`src/rtl/sobel_stream.sv`:
```
// rtl/sobel_stream.sv - streaming 3x3 Sobel edge detector with line buffers and frame tracking
module sobel_stream #(
    parameter int IMG_WIDTH  = 128,
    parameter int IMG_HEIGHT = 128,
    parameter int DATA_W     = 8
) (
    input  logic              clk,
    input  logic              rst,
    input  logic              valid_in,
    input  logic [DATA_W-1:0] pixel_in,
    input  logic              mode,
    input  logic [DATA_W-1:0] threshold,
    output logic              valid_out,
    output logic [DATA_W-1:0] pixel_out,
    output logic              eof_out
);
    localparam int CW = $clog2(IMG_WIDTH);
    localparam int RW = $clog2(IMG_HEIGHT);
    localparam int GW = DATA_W + 4;
    localparam logic [CW-1:0] COL_LAST = CW'(IMG_WIDTH - 1);
    localparam logic [RW-1:0] ROW_LAST = RW'(IMG_HEIGHT - 1);
    localparam logic [GW-1:0] PIX_MAX  = {4'b0000, {DATA_W{1'b1}}};

    logic [CW-1:0]     col;
    logic [RW-1:0]     row;
    logic [DATA_W-1:0] lb1 [IMG_WIDTH];
    logic [DATA_W-1:0] lb2 [IMG_WIDTH];
    logic [DATA_W-1:0] lb1_q, lb2_q;
    logic [DATA_W-1:0] win [3][3];
    logic              s1_valid, s1_eof;

    assign lb1_q = lb1[col];
    assign lb2_q = lb2[col];

    // Line buffers carry no reset; rows 0-1 never emit so stale data is never seen.
    always_ff @(posedge clk) begin
        if (valid_in) begin
            lb2[col] <= lb1_q;
            lb1[col] <= pixel_in;
        end
    end

    // S1: window shift and raster counters
    always_ff @(posedge clk) begin
        if (rst) begin
            col      <= '0;
            row      <= '0;
            s1_valid <= 1'b0;
            s1_eof   <= 1'b0;
            for (int i = 0; i < 3; i++) begin
                for (int j = 0; j < 3; j++) begin
                    win[i][j] <= '0;
                end
            end
        end else begin
            s1_valid <= valid_in && (row >= RW'(2)) && (col >= CW'(2));
            s1_eof   <= valid_in && (row == ROW_LAST) && (col == COL_LAST);
            if (valid_in) begin
                for (int i = 0; i < 3; i++) begin
                    win[i][0] <= win[i][1];
                    win[i][1] <= win[i][2];
                end
                win[0][2] <= lb2_q;
                win[1][2] <= lb1_q;
                win[2][2] <= pixel_in;
                if (col == COL_LAST) begin
                    col <= '0;
                    row <= (row == ROW_LAST) ? '0 : row + 1'b1;
                end else begin
                    col <= col + 1'b1;
                end
            end
        end
    end

    function automatic logic signed [GW-1:0] sx(input logic [DATA_W-1:0] v);
        return $signed({4'b0000, v});
    endfunction

    logic signed [GW-1:0] gx_c, gy_c, gx, gy;
    logic                 s2_valid, s2_eof;

    always_comb begin
        gx_c = (sx(win[0][2]) + (sx(win[1][2]) <<< 1) + sx(win[2][2]))
             - (sx(win[0][0]) + (sx(win[1][0]) <<< 1) + sx(win[2][0]));
        gy_c = (sx(win[2][0]) + (sx(win[2][1]) <<< 1) + sx(win[2][2]))
             - (sx(win[0][0]) + (sx(win[0][1]) <<< 1) + sx(win[0][2]));
    end

    // S2: gradients
    always_ff @(posedge clk) begin
        if (rst) begin
            gx       <= '0;
            gy       <= '0;
            s2_valid <= 1'b0;
            s2_eof   <= 1'b0;
        end else begin
            gx       <= gx_c;
            gy       <= gy_c;
            s2_valid <= s1_valid;
            s2_eof   <= s1_eof;
        end
    end

    logic [GW-1:0]     abs_x, abs_y, mag;
    logic [DATA_W-1:0] mag_sat;
    logic              thr_hit;

    always_comb begin
        abs_x   = gx[GW-1] ? $unsigned(-gx) : $unsigned(gx);
        abs_y   = gy[GW-1] ? $unsigned(-gy) : $unsigned(gy);
        mag     = abs_x + abs_y;
        mag_sat = (mag > PIX_MAX) ? {DATA_W{1'b1}} : mag[DATA_W-1:0];
        thr_hit = (mag >= {4'b0000, threshold});
    end

    // S3: magnitude select and output registers; pixel_out holds across bubbles
    always_ff @(posedge clk) begin
        if (rst) begin
            valid_out <= 1'b0;
            pixel_out <= '0;
            eof_out   <= 1'b0;
        end else begin
            valid_out <= s2_valid;
            eof_out   <= s2_valid && s2_eof;
            if (s2_valid) begin
                if (mode) begin
                    pixel_out <= thr_hit ? {DATA_W{1'b1}} : '0;
                end else begin
                    pixel_out <= mag_sat;
                end
            end
        end
    end
endmodule

```
`config.mk`:
```
export PLATFORM = sky130hd
export DESIGN_NAME = sobel_stream
export DESIGN_NICKNAME = d
export VERILOG_FILES = /design/src/rtl/sobel_stream.sv
export SDC_FILE = /design/constraint.sdc
export NUM_CORES = 2
export LEC_CHECK = 0
export CORE_ASPECT_RATIO = 1.4
export CORE_MARGIN = 5
export CORE_UTILIZATION = 55
export CTS_CLUSTER_DIAMETER = 120
export DETAILED_ROUTE_END_ITERATION = 10
export DONT_BUFFER_PORTS = 1
export PLACE_DENSITY = 0.78
export SYNTH_ARGS = -nofsm -noshare
export SYNTH_HDL_FRONTEND = slang
export SYNTH_SLANG_ARGS = --single-unit
```
`constraint.sdc`:
```
create_clock -name clk -period 6.4 [get_ports clk]
set_clock_uncertainty 0.1 [all_clocks]
set_input_delay 0.96 -clock clk [delete_from_list [all_inputs] [get_ports clk]]
set_output_delay 0.96 -clock clk [all_outputs]
set_load 0.01 [all_outputs]
```
## Word level (Yosys, flattened, before mapping)

Memories as Yosys holds them, arrays and structs flattened. A register that Yosys moved wholly into a read port is not among the register bits.
Index checks and enable logic that the tools add are counted.

| word-level totals | value |
|---|---|
| bits in registers | 52 |
| memories kept | 3 |
| bits in writable memories | 2120 |
| word-level logic and storage cells | 76 |

Memory list:

| memory | depth | width | rd ports | clocked after Yosys merged registers in | wr ports | RTL line | text |
|---|---|---|---|---|---|---|---|
| lb1 | 128 | 8 | 1 | 1 | 1 | 26 | `logic [DATA_W-1:0] lb1 [IMG_WIDTH];` |
| lb2 | 128 | 8 | 1 | 1 | 1 | 27 | `logic [DATA_W-1:0] lb2 [IMG_WIDTH];` |
| win | 3 | 24 | 3 | 0 | 3 | 29 | `logic [DATA_W-1:0] win [3][3];` |

| cells by class | value |
|---|---|
| muxes and demuxes | 26 |
| reductions and logical operators | 6 |
| bitwise operators | 9 |
| add/subtract/negate cells | 15 |
| equality and inequality tests | 2 |
| magnitude comparators | 4 |

Operators by type and width:

| kind | number |
|---|---|
| 8-bit 2-to-1 mux | 12 |
| 10-bit by 8-bit adder with 11-bit output | 4 |
| 7-bit 2-to-1 mux | 6 |
| 8-bit by 9-bit adder with 10-bit output | 4 |
| 12-bit 2-to-1 mux | 2 |
| 12-bit negator | 2 |
| 11-bit by 11-bit subtractor with 12-bit output | 2 |
| 7-bit by 1-bit adder with 7-bit output (second input constant) | 2 |
| 7-bit equality test (second input constant) | 2 |
| 7-bit by 2-bit >= comparator with 1-bit output (second input constant) | 2 |
| 12-bit adder | 1 |
| 12-bit by 8-bit >= comparator with 1-bit output | 1 |
| 12-bit by 8-bit greater-than comparator with 1-bit output (second input constant) | 1 |
| 1-bit bitwise OR | 9 |
| 1-bit 2-to-1 mux | 6 |
| 1-bit logical AND | 5 |
| 2-bit AND reduction | 1 |

## Longest topological paths before layout

| logic depth | value |
|---|---|
| depth after elaboration | 6 |
| gate-level depth with buffers | 17 |
| depth with buffers taken out | 17 |

## Worst setup path before layout

No wires, ideal clock.

| path | value |
|---|---|
| path type | register to register |
| start | reg (tool-made name) |
| end | mem lb2[0][1] (data pin) |
| required time | 5.505 ns |
| path buffers | 3 |
| clock period less this slack | 5.875 ns |
| stages on the path, launching flop included | 10 |
| arrival | 4.979 ns |
| slack | 0.525 ns |
| setup time | 0.795 ns |
| cell sequence | dfxtp_1 > buf_4 > buf_4 > buf_4 > nor3b_1 > a22oi_1 > a21oi_1 > o41ai_1 > or3_1 > nor2_1 |

RTL lines:

| what | RTL line |
|---|---|
| end: declaration | 27 |

==> results.json <==
{
  "ys_seq_elements": 2179,
  "crit_arrival_ns": 5.68,
  "syn-cell-area_um2": 86300,
  "cap_violations": 0,
  "htree_levels": 4,
  "ctsResizeCount": 0,
  "hold_viol": 0,
  "drive_above_1_share_pct": 23.5,
  "power.total_w": 0.0309,
  "yosys.area.top_type": "edfxtp_1",
  "fin_crit_ns": 5.27,
  "max_clock_freq_ghz": 0.190,
  "slew_violations": 0,
  "endpoint_kind": "register",
  "comb_power_share_pct": 11.6,
  "vias": 43100,
  "slew_headroom_pct": 20.0,
  "status": "finished, violations left",
  "p_sw_w": 0.00725,
  "fillers": 10200,
  "fin_util_pct": 61.3,
  "internal_power_w": 0.0237,
  "synth_ff_type": "edfxtp_1",
  "yosysUniqueCellTypes": 57,
  "antenna_found_initial": 6,
  "first_global_vias": 44600,
  "path_class": "reg2reg",
  "synth_top_area_share_pct": 73.7,
  "grt.total_usage_pct": 25.7,
  "finalCritPeriodShare_pct": 82.3,
  "ios": 30,
  "area_growth_pct": 11.0,
  "seqPwrFrac_pct": 52.0,
  "ir_worst_vdd_mv": 0.223,
  "clkPwrFrac_pct": 36.4,
  "synth-edff-count": 2120,
  "finalNonFillerCells": 6566,
  "path_cells": "buf_12 -> nor3b_1 -> a22oi_1 -> a21oi_1 -> o41ai_1 -> or3_1 -> nor2_4 -> buf_4",
  "tightest_slew_ns": 1.20,
  "placed_cells": 6224,
  "port_buffers": 0,
  "postCtsSetupRepairBufs": 0,
  "cp_slowest_cell": "dfxtp_4",
  "cts_buffers": 185,
  "gp_congestion": 0.886,
  "placed_cell_area_um2": 89800,
  "synth.area.top_cells": "edfxtp_1 74%, mux4_2 14%, fa_1 1.5%",
  "drc_errors": 2,
  "cp_slowest_stage_delay_ns": 0.95,
  "grt-ovfl-total": 0,
  "fin_setup_tns_ns": 0,
  "die_y_um": 479,
  "die_width_um": 345,
  "layout_common_cells": "2120 x edfxtp_1, 544 x mux4_2, 197 x clkbuf_16",
  "synth-seq-area-share_pct": 75.1,
  "drtIter0Drc": 6057,
  "syn_inst": 4131,
  "clkTransAtPathRegs_ns": 0.07,
  "min_path_type": "in2reg",
  "cts_tree": "yes",
  "power.leakage_nw": 30.0,
  "critPathMaxFanout": 80,
  "start_util_pct": 55.2,
  "fp.coreArea_um2": 156000,
  "mostFrequentLayoutCell": "edfxtp_1",
  "rsz0062_at_grt": "false",
  "cp-start-kind": "register",
  "final-setup-viol-count": 0,
  "synth_fp_nets": 4263,
  "clock_latency_ns": 0.84,
  "yosys_warnings": 0,
  "regArea_um2": 64900,
  "dp_hpwl_um": 118000,
  "r2r_setup_slack_ns": 1.13,
  "cts_hold_buf": 0,
  "drtAntennaViolNets": 0,
  "layout.nets": 4455,
  "cts_buffer_depth": 3,
  "grt_max_degree": 130,
  "row_count": 172,
  "clock_sinks": 2179,
  "design_area_um2": 95900,
  "violations": "design-rule violations",
  "vias_per_cell": 6.56,
  "die_area_um2": 165000,
  "dr.pass1.iters": 11,
  "worstPathRequired_ns": 6.82,
  "wire_per_inst_um": 31.9,
  "multi_input_area_um2": 20200,
  "p_per_area_nw_per_um2": 322,
  "grt_pass1_wl_um": 306000,
  "async_reset_ff_share_pct": 0,
  "avgSynthCellArea_um2": 20.9,
  "wirelength_um": 209000,
  "cts_root_buf": "clkbuf_16",
  "swShare_pct": 23.4
}
==> synth_stat cells, types with 2 or more instances <==
| library cell | count |
|---|---|
| edfxtp_1 | 2120 |
| mux4_2 | 544 |
| nor2_1 | 201 |
| inv_1 | 128 |
| mux2i_1 | 121 |
| nand2_1 | 105 |
| clkbuf_1 | 77 |
| o21ai_0 | 65 |
| buf_2 | 64 |
| fa_1 | 63 |
| a21oi_1 | 62 |
| and2_1 | 61 |
| dfxtp_1 | 59 |
| ha_1 | 49 |
| xnor2_1 | 33 |
| a221oi_1 | 32 |
| nor2b_1 | 32 |
| o211ai_1 | 32 |
| buf_1 | 30 |
| buf_4 | 30 |
| nor3_1 | 26 |
| nand3_1 | 23 |
| o22ai_1 | 23 |
| a211oi_1 | 20 |
| or3_1 | 16 |
| xor2_1 | 15 |
| nand2b_1 | 13 |
| o41ai_1 | 13 |
| a21o_1 | 8 |
| a22o_1 | 8 |
| a22oi_1 | 8 |
| and3_1 | 7 |
| nand4_1 | 5 |
| o31ai_1 | 5 |
| a31oi_1 | 3 |
| nand3b_1 | 3 |
| o32ai_1 | 3 |
| or3b_2 | 3 |
| nor3b_1 | 2 |
| o21bai_1 | 2 |
==> per-layer routing <==
| metal | routed length [µm] | GRT usage (%) |
|---|---|---|
| met5 | 17 | 0 |
| met4 | 13800 | 13.8 |
| met3 | 21400 | 5.29 |
| met2 | 107000 | 43.2 |
| met1 | 67400 | 31.7 |
==> through the flow <==
step | hold WS, ns | setup WS [ns]
finish | 0.0922 | 1.13
global route | 0.0534 | 0.881
CTS | 0.0388 | 1.14
detailed placement | 0.328 | 1.32
global placement | 0.328 | 1.53
floorplan | 0.306 | 0.525
==> cell type report <==
class,count,share of cell area [%]
sequential,2179,67.7
multi-input combinational,1622,21.0
clock buffer,239,5.32
tap,2088,2.73
timing repair buffer,207,1.80
clock inverter,101,0.967
inverter,128,0.501
antenna,2,0.00522
==> cells by family after synthesis <==
group           count (synthesis)  synth area share, %
flops                        2179                 75.1
simple gates                  507                 2.78
fa+ha+maj                     112                 2.17
buf+inv                       330                 1.67
compound gates                290                 2.21
mux                           665                 15.6
xor+xnor                       48                0.487
==> final timing paths <==
| kind | from | end | cells after the start |
|---|---|---|---|
| setup / recovery | register | lb2[86][0] | 8 |
| setup reg to reg | register | lb2[86][0] | 8 |
| hold reg to reg | s1_eof | s2_eof | 1 |
| hold / removal | rst | pixel_out[3] | 1 |
==> registers in the layout, indices dropped and copies added, names as in the netlist, 7 cells and up, named ones only <==
name,flops
col,7
gx,12
gy,12
lb1,1024
lb2,1024
pixel_out,8
row,7
win,72
==> critical path, delay by kind of cell, from the launching register on <==
kind | cells | cell delay (ns)
buffers and inverters | 2 | 1.21
AND/OR/NAND/NOR | 3 | 1.96
AO/OA/AOI/OAI | 3 | 0.61
flip-flops | 1 | 0.95
==> power groups by stage <==
stage                     sequential (W)  combinational (W)  clock, W
after floorplan                   0.0164            0.00272         0
after global placement            0.0164            0.00346         0
after detailed placement          0.0164            0.00356         0
after CTS                         0.0161            0.00360    0.0114
after global routing              0.0161            0.00399    0.0120
final                             0.0161            0.00359    0.0113
Power figures use the tool's default switching activity.
